<file path="config.mk">
export PLATFORM = sky130hd
export DESIGN_NAME = mem_arbiter
export DESIGN_NICKNAME = d
export VERILOG_FILES = /design/src/rtl/mem_arbiter.sv
export SDC_FILE = /design/constraint.sdc
export NUM_CORES = 1
export LEC_CHECK = 0
export BUFFER_PORTS_ARGS = -buffer_cell sky130_fd_sc_hd__clkbuf_2
export CAP_MARGIN = 5
export CORE_AREA = 10 10 159 161
export DETAILED_ROUTE_END_ITERATION = 6
export DIE_AREA = 0 0 169 171
export HOLD_SLACK_MARGIN = 0.1
export PLACE_DENSITY = 0.71
export REMOVE_ABC_BUFFERS = 1
export SLEW_MARGIN = 20
export SYNTH_ARGS = -nofsm -noshare
export SYNTH_HDL_FRONTEND = slang
export SYNTH_SLANG_ARGS = --single-unit
export TNS_END_PERCENT = 100
</file>
<file path="constraint.sdc">
create_clock -name CLK -period 3.7 [get_ports CLK]
set_input_delay 0.185 -clock CLK [delete_from_list [all_inputs] [get_ports CLK]]
set_output_delay 0.185 -clock CLK [all_outputs]
set_load 0.02 [all_outputs]
</file>
<file path="src/rtl/mem_arbiter.sv">
// mem_arbiter: shares one RAM port between the icache/dcache miss ports of CPUS cores.
// One transaction at a time: IDLE picks a winner, ACCESS runs it on RAM, RESP pulses its wait low.
// Ports:
//   CLK, RST               clock, synchronous active-high reset
//   iREN/iaddr             per-core instruction read request and address
//   iwait/iload            per-core instruction wait (low one cycle) and read data
//   dREN/dWEN/daddr/dstore per-core data read/write request, address, store value
//   dwait/dload            per-core data wait (low one cycle) and read data
//   ram_ren/ram_wen        RAM read/write strobes
//   ram_addr/ram_store     RAM address and write data
//   ram_load/ram_ready     RAM read data and access-complete flag
// Build option: define MEM_ARB_ROUND_ROBIN_EN for round-robin between cores;
// otherwise the lowest-numbered requesting core wins.
module mem_arbiter #(
    parameter int CPUS = 2,
    parameter int AW   = 32
) (
    input  logic               CLK,
    input  logic               RST,
    input  logic [CPUS-1:0]    iREN,
    input  logic [AW*CPUS-1:0] iaddr,
    output logic [CPUS-1:0]    iwait,
    output logic [AW*CPUS-1:0] iload,
    input  logic [CPUS-1:0]    dREN,
    input  logic [CPUS-1:0]    dWEN,
    input  logic [AW*CPUS-1:0] daddr,
    input  logic [AW*CPUS-1:0] dstore,
    output logic [CPUS-1:0]    dwait,
    output logic [AW*CPUS-1:0] dload,
    output logic               ram_ren,
    output logic               ram_wen,
    output logic [AW-1:0]      ram_addr,
    output logic [AW-1:0]      ram_store,
    input  logic [AW-1:0]      ram_load,
    input  logic               ram_ready
);

    localparam int CW = (CPUS > 1) ? $clog2(CPUS) : 1;

    localparam logic [1:0] IDLE   = 2'd0;
    localparam logic [1:0] ACCESS = 2'd1;
    localparam logic [1:0] RESP   = 2'd2;

    logic [1:0]         r_state;
    logic [CW-1:0]      r_core;
    logic               r_data;
    logic               r_ren;
    logic               r_wen;
    logic [AW-1:0]      r_addr;
    logic [AW-1:0]      r_store;
    logic [CPUS-1:0]    r_iwait;
    logic [CPUS-1:0]    r_dwait;
    logic [AW*CPUS-1:0] r_iload;
    logic [AW*CPUS-1:0] r_dload;
`ifdef MEM_ARB_ROUND_ROBIN_EN
    logic [CW-1:0]      r_ptr;
`endif

    logic [CPUS-1:0]    w_dreq;
    logic [CPUS-1:0]    w_req;
    logic               w_use_d;
    logic               w_any;
    logic [CW-1:0]      w_win;
    logic               w_wr;
    logic [AW-1:0]      w_addr;
    logic [AW-1:0]      w_store;

    // Data requests of any core shadow all instruction requests.
    always_comb begin
        w_dreq  = dREN | dWEN;
        w_use_d = |w_dreq;
        w_req   = w_use_d ? w_dreq : iREN;
        w_any   = |w_req;
    end

    // First requesting core scanning upward from the start point, with wrap.
    always_comb begin
        logic found;
        int   j;
        found = 1'b0;
        w_win = '0;
        for (int k = 0; k < CPUS; k++) begin
`ifdef MEM_ARB_ROUND_ROBIN_EN
            j = int'(r_ptr) + k;
            if (j >= CPUS) j = j - CPUS;
`else
            j = k;
`endif
            if (!found && w_req[j]) begin
                found = 1'b1;
                w_win = CW'(j);
            end
        end
    end

    // Winner's address/store; a write whenever dWEN is set, even with dREN.
    always_comb begin
        w_wr    = 1'b0;
        w_addr  = '0;
        w_store = '0;
        for (int n = 0; n < CPUS; n++) begin
            if (w_win == CW'(n)) begin
                w_addr  = w_use_d ? daddr[n*AW +: AW] : iaddr[n*AW +: AW];
                w_store = dstore[n*AW +: AW];
                w_wr    = w_use_d && dWEN[n];
            end
        end
    end

    always_ff @(posedge CLK) begin
        if (RST) begin
            r_state <= IDLE;
            r_core  <= '0;
            r_data  <= 1'b0;
            r_ren   <= 1'b0;
            r_wen   <= 1'b0;
            r_addr  <= '0;
            r_store <= '0;
            r_iwait <= '1;
            r_dwait <= '1;
            r_iload <= '0;
            r_dload <= '0;
`ifdef MEM_ARB_ROUND_ROBIN_EN
            r_ptr   <= '0;
`endif
        end else begin
            case (r_state)
                IDLE: begin
                    if (w_any) begin
                        r_core  <= w_win;
                        r_data  <= w_use_d;
                        r_addr  <= w_addr;
                        r_store <= w_store;
                        r_ren   <= !w_wr;
                        r_wen   <= w_wr;
                        r_state <= ACCESS;
                    end
                end
                ACCESS: begin
                    if (ram_ready) begin
                        for (int n = 0; n < CPUS; n++) begin
                            if (r_core == CW'(n)) begin
                                if (r_data) begin
                                    if (r_ren) r_dload[n*AW +: AW] <= ram_load;
                                    r_dwait[n] <= 1'b0;
                                end else begin
                                    r_iload[n*AW +: AW] <= ram_load;
                                    r_iwait[n] <= 1'b0;
                                end
                            end
                        end
                        r_ren   <= 1'b0;
                        r_wen   <= 1'b0;
                        r_state <= RESP;
                    end
                end
                RESP: begin
                    r_iwait <= '1;
                    r_dwait <= '1;
`ifdef MEM_ARB_ROUND_ROBIN_EN
                    r_ptr   <= (r_core == CW'(CPUS - 1)) ? '0 : r_core + 1'b1;
`endif
                    r_state <= IDLE;
                end
                default: begin
                    r_state <= IDLE;
                end
            endcase
        end
    end

    assign iwait     = r_iwait;
    assign dwait     = r_dwait;
    assign iload     = r_iload;
    assign dload     = r_dload;
    assign ram_ren   = r_ren;
    assign ram_wen   = r_wen;
    assign ram_addr  = r_addr;
    assign ram_store = r_store;

endmodule

</file>
==> impl_metrics.json, run 1 <==
{
  "status": "finished, final reports clean",
  "grt_max_degree": 142,
  "rrSetupSlack_ns": 0.87,
  "drive_gt1_frac": 0.358,
  "root_buffer": "clkbuf_16",
  "grtUsageMet3": 0.0764,
  "gr-total-overflow": 0,
  "synth.most_common_cell": "nand2_1",
  "synth_mux_area_frac": 0.0392,
  "slew_headroom": 0.356,
  "required_ns": 4.08,
  "synth_compound_area_frac": 0.236,
  "die_w_um": 169,
  "finalMaxSlewViolations": 0,
  "portBuffers": 430,
  "syn_area_per_cell_um2": 8.65,
  "period_needed_ns": 3.16,
  "skew_ns": 0.0130,
  "min_to": "ram_store[26]",
  "met2_usage": 0.392,
  "crit_top_cell": "dlygate4sd3_1",
  "synth_ff_type": "dfxtp_1",
  "powerDensity_nw_per_um2": 423,
  "io_pins": 431,
  "h-tree-depth": 1,
  "via_count": 9393,
  "firstDrtPassIters": 5,
  "crit_chain": "dlygate4sd3_1 > clkbuf_2 > or4_1 > buf_4 > o31a_2 > nand2b_4 > o32ai_1 > dlygate4sd3_1",
  "setup_viol": 0,
  "routabilityCongestion": 0.897,
  "setup_slack_ns": 0.537,
  "cp_top_family": "buffers and inverters",
  "leakagePower_nw": 5.59,
  "core.rowCount": 55,
  "numClockSinks": 202,
  "synthTopCellsByCount": "nand2_1, dfxtp_1, a21oi_1",
  "hold_viol": 0,
  "grt_pass1_vias": 9480,
  "cp.arrival_ns": 3.55,
  "antenna_found_initial": 7,
  "via_per_inst": 5.14,
  "synth_cells": 979,
  "synth-seq-cells": 202,
  "design_area_um2": 13100,
  "area_delta_synth_final_pct": 54.2,
  "synth_area_leaders": "dfxtp_1, nand2_1, a21oi_1",
  "gr-usage-all-layers": 0.232,
  "regToRegEndpoint": "ram_addr[5]",
  "synth_cell_types": 37,
  "place_area_um2": 10700,
  "startpoint_type": "input port",
  "numCtsBuffers": 23,
  "synth.largest_area_cell": "dfxtp_1",
  "ant_nets": 0,
  "hp-start": "dstore[58]",
  "finalPower_mw": 5.52,
  "grt_use_met1": 0.255,
  "cp_max_fo": 36,
  "synth_simple_gate_area_share": 0.197,
  "cts_tree": "built",
  "tightest_slew_ns": 0.961,
  "synth_edf_count": 0,
  "synthesis.area_um2": 8470,
  "cts.path.max_buffers": 3,
  "timing.critical_path.buf_inv": 4,
  "post-route-period-util": 0.855,
  "die_h_um": 171,
  "rr_worst_depth": 5,
  "rsz0062_at_grt": "false",
  "r2r_start": "r_state[0]",
  "drc_errors": 0,
  "max_freq_mhz": 316,
  "clk_pin_slew_worst_paths_ns": 0.06,
  "fin_util": 0.587,
  "synth_top_area_frac": 0.478,
  "max_cap_viol_count": 0,
  "detail_route.wl_per_cell_um": 19.8,
  "hold-path-cell-count": 3,
  "yosys_warnings": 0,
  "coreArea_um2": 22200,
  "initial_core_util": 0.381,
  "wl_um": 36200,
  "cts_setup_buffers": 0,
  "cts_resized": 0,
  "die_area_um2": 28900,
  "synth-seq-area-share": 0.478,
  "top_usage_layer": "met2",
  "hpwl_um": 25000,
  "synthAdderAreaFrac": 0,
  "ir_worst_vdd_v": 0.000368,
  "synth_top_family_by_area": "compound AO/OA/AOI/OAI gates",
  "drt-initial-drc-count": 663,
  "end_kind": "flop",
  "nets": 1751,
  "dpl_worst_slack_ns": 1.11,
  "synthArstFlopShare": 0,
  "hold_class": "in -> reg",
  "clk_latency_ns": 0.50,
  "slowest_stage": "o31a_2",
  "grt_pass1_wl_um": 53800,
  "slowest_delay_ns": 0.60,
  "crit_type": "in -> reg",
  "synthXorXnorAreaFrac": 0
}
report_power, final:
group | leakage (nW) | switching (mW) | internal (mW)
Combinational | 3.57 | 0.529 | 0.444
Sequential | 1.65 | 0.0654 | 2.27
Clock | 0.374 | 0.902 | 1.30
Total | 5.59 | 1.50 | 4.02
state kept, by name, indices dropped and copies added, names as in the netlist:
register / count
ram_ren: 1
iwait: 2
ram_addr: 32
ram_wen: 1
r_core: 1
r_state: 2
dload: 64
dwait: 2
r_data: 1
ram_store: 32
iload: 64
layer usage:
metal,part of all wire,vias up
met5,0,-
met2,0.49,405
li1,-,4462
met1,0.37,4420
met4,0.044,0
met3,0.089,106
cells in the final DEF, fill, tap and decap left out, drive strengths merged, types with 2 or more instances in the layout:
cell	count
dfxtp	202
and2	32
o31a	2
diode	7
nand2	263
o22ai	32
nand2b	34
nor3	3
nand3b	2
mux2i	32
or3	2
inv	3
buf	15
clkinv	6
o21ai	2
clkbuf	464
a21oi	133
a211oi	64
nor2	42
dlygate4sd3	156
o32ai	32
or2	2
worst max-delay path by stage:
stage,start,end,slack (ns),cells past startpoint
2_1_floorplan,dWEN[1],ram_addr[0],-1.08,4
3_3_place_gp,dREN[1],ram_addr[3],1.17,6
3_5_place_dp,dREN[1],ram_addr[3],1.11,6
4_1_cts,dWEN[0],ram_addr[11],0.61,8
5_1_grt,dWEN[0],ram_addr[29],0.41,8
6_report,dWEN[0],ram_addr[29],0.54,8
area by class of cell:
class                      instances  area (um^2)
antenna                            7         17.5
clock buffer                      35          701
clock inverter                     7         38.8
fill                            1891         9170
inverter                           2         7.51
multi-input combinational        689         4040
sequential                       202         4040
tap                              285          357
timing repair buffer             600         3850
cells by family after synthesis:
family,Yosys count
buf+inv,88
compound gates,269
simple gates,387
mux,33
flops,202
what timing repair did:
| item | 4_1_cts | 5_1_grt |
|---|---|---|
| hold endpoints to repair | 192 | 1 |
| setup endpoints to repair | 0 | 0 |
| hold buffers | 155 | 1 |
through the flow:
stage | std cells | TNS (ns) | hold slack [ns]
finish | 1827 | 0 | 0.110
global route | 1827 | 0 | 0.129
CTS | 1819 | 0 | 0.101
detailed placement | 1622 | 0 | 0.439
global placement | 1622 | 0 | 0.436
floorplan | 893 | -43.64 | 0.250
worst reg2reg max path: stages, from the launching register on:
cell and delay (ns):
dfxtp_1 0.36, nor2_1 0.22, o31a_2 0.68, nand2b_4 0.46
o32ai_1 0.45, dlygate4sd3_1 0.60
(Power assumes the default switching activity.)
==> run 2: changes to the inputs <==
Settings changed: CORE_AREA 10 10 159 161 to 10 10 158 160, CTS_CLUSTER_DIAMETER set to 150, DIE_AREA 0 0 169 171 to 0 0 168 170, PLACE_DENSITY 0.71 to 0.72.
Clock period 3.7 ns to 3.1 ns, I/O delays scaled along.
==> impl_metrics.json, run 2 (synthesized netlist as in run 1, its figures left out) <==
{
  "drive_gt1_frac": 0.349,
  "cts.path.max_buffers": 3,
  "initial_core_util": 0.390,
  "cp_max_fo": 35,
  "die_w_um": 168,
  "cp.arrival_ns": 3.22,
  "cts_tree": "built",
  "post-route-period-util": 0.918,
  "pwr-share-seq": 0.417,
  "ir_worst_vdd_v": 0.000373,
  "h-tree-depth": 1,
  "rsz0062_at_grt": "false",
  "period_needed_ns": 2.85,
  "placed_cells": 1620,
  "antenna_found_initial": 2,
  "area_delta_synth_final_pct": 57.0,
  "die_h_um": 170,
  "required_ns": 3.48,
  "via_per_inst": 5.27,
  "hold_viol": 0,
  "status": "finished, final reports clean",
  "io_pins": 431,
  "clkPwrFrac": 0.402,
  "setup_viol": 0,
  "grt_pass1_wl_um": 57000,
  "fill_cells": 1785,
  "numCtsBuffers": 22,
  "regToRegEndpoint": "ram_addr[1]",
  "portBuffers": 430,
  "root_buffer": "clkbuf_16",
  "clk_pin_slew_worst_paths_ns": 0.06,
  "end_kind": "flop",
  "die_area_um2": 28600,
  "skew_ns": 0.00997,
  "final_common_cell": "clkbuf_2",
  "crit_type": "in -> reg",
  "rrSetupSlack_ns": 0.36,
  "leakagePower_nw": 5.73,
  "design_area_um2": 13300,
  "grt_pass1_vias": 10000,
  "p_switching_mw": 1.78,
  "finalMaxSlewViolations": 0,
  "cts_setup_buffers": 0,
  "intPower_mw": 4.91,
  "cts_resized": 0,
  "startpoint_type": "input port",
  "detail_route.wl_per_cell_um": 20.4,
  "mostFrequentLayoutCells": "clkbuf_2, nand2_1, dfxtp_1",
  "comb_power_share": 0.181,
  "ant_nets": 0,
  "coreArea_um2": 21700,
  "hold_class": "in -> reg",
  "postCtsHoldBufs": 181,
  "numClockSinks": 202,
  "gr-total-overflow": 0,
  "routabilityCongestion": 0.923,
  "core.rowCount": 54,
  "nets": 1778,
  "hp-start": "iaddr[22]",
  "tightest_slew_ns": 0.853,
  "finalSetupTns_ns": 0,
  "hpwl_um": 25100,
  "grt_max_degree": 129,
  "firstDrtPassIters": 6,
  "wl_um": 37600,
  "clk_latency_ns": 0.50,
  "max_freq_mhz": 351,
  "hold-path-cell-count": 4,
  "min_to": "ram_addr[22]",
  "whs_ns": 0.133,
  "place_area_um2": 10700,
  "max_cap_viol_count": 0,
  "rr_worst_depth": 5,
  "gr-usage-all-layers": 0.245,
  "drt-initial-drc-count": 898,
  "swShare": 0.266,
  "powerDensity_nw_per_um2": 503,
  "slew_headroom": 0.432,
  "drc_errors": 0,
  "via_count": 9714,
  "fin_cells": 1842,
  "r2r_start": "r_state[0]"
}
-- run 2: power by group through the flow --
stage | clock network, mW | logic (mW) | registers, mW
floorplan | 0 | 0.369 | 2.96
global placement | 0 | 0.939 | 2.84
detailed placement | 0 | 0.951 | 2.84
CTS | 2.74 | 1.17 | 2.78
global route | 2.84 | 1.28 | 2.80
finish | 2.69 | 1.21 | 2.79
-- run 2: how the worst max path moves through the flow --
stage / to / startpoint / cells after the start
after detailed placement: ram_addr[5] / dREN[1] / 5
after floorplan: ram_addr[0] / dWEN[1] / 4
final: ram_addr[24] / dWEN[0] / 8
after global routing: ram_addr[24] / dWEN[0] / 8
after CTS: ram_addr[19] / dWEN[0] / 8
after global placement: ram_addr[2] / dREN[1] / 5
-- run 2: layer usage --
layer / share of wire / track usage / up-vias / wire length, um
met5: 0 / 0 / - / 0
met4: 0.046 / 0.107 / 0 / 1740
met3: 0.088 / 0.0673 / 120 / 3290
met2: 0.50 / 0.428 / 512 / 18700
met1: 0.37 / 0.275 / 4572 / 13900
li1: - / - / 4510 / -
-- run 2: worst max-delay path: stages --
cell	delay, ns
dlygate4sd3_1	0.55
clkbuf_2	0.14
or4_1	0.53
buf_4	0.30
a211oi_1	0.25
dlygate4sd3_1	0.61
o32ai_2	0.08
dlygate4sd3_1	0.59
-- run 2: stage by stage --
step | worst slack (ns) | total power [mW] | utilization
floorplan | -1.65 | 3.33 | -
global placement | 0.978 | 3.77 | 0.495
detailed placement | 0.952 | 3.79 | 0.495
CTS | 0.403 | 6.70 | 0.612
global route | 0.209 | 6.93 | 0.613
finish | 0.254 | 6.69 | 0.613
-- run 2: layout make-up --
class	instances	area (um^2)	area share
Multi-Input combinational cell	689	4030	0.303
Tap cell	280	350	0.0264
Sequential cell	202	4040	0.304
Clock inverter	6	119	0.00894
Antenna cell	2	5.00	0.000377
Inverter	2	7.51	0.000565
Timing Repair Buffer	628	4110	0.309
Clock buffer	33	622	0.0468
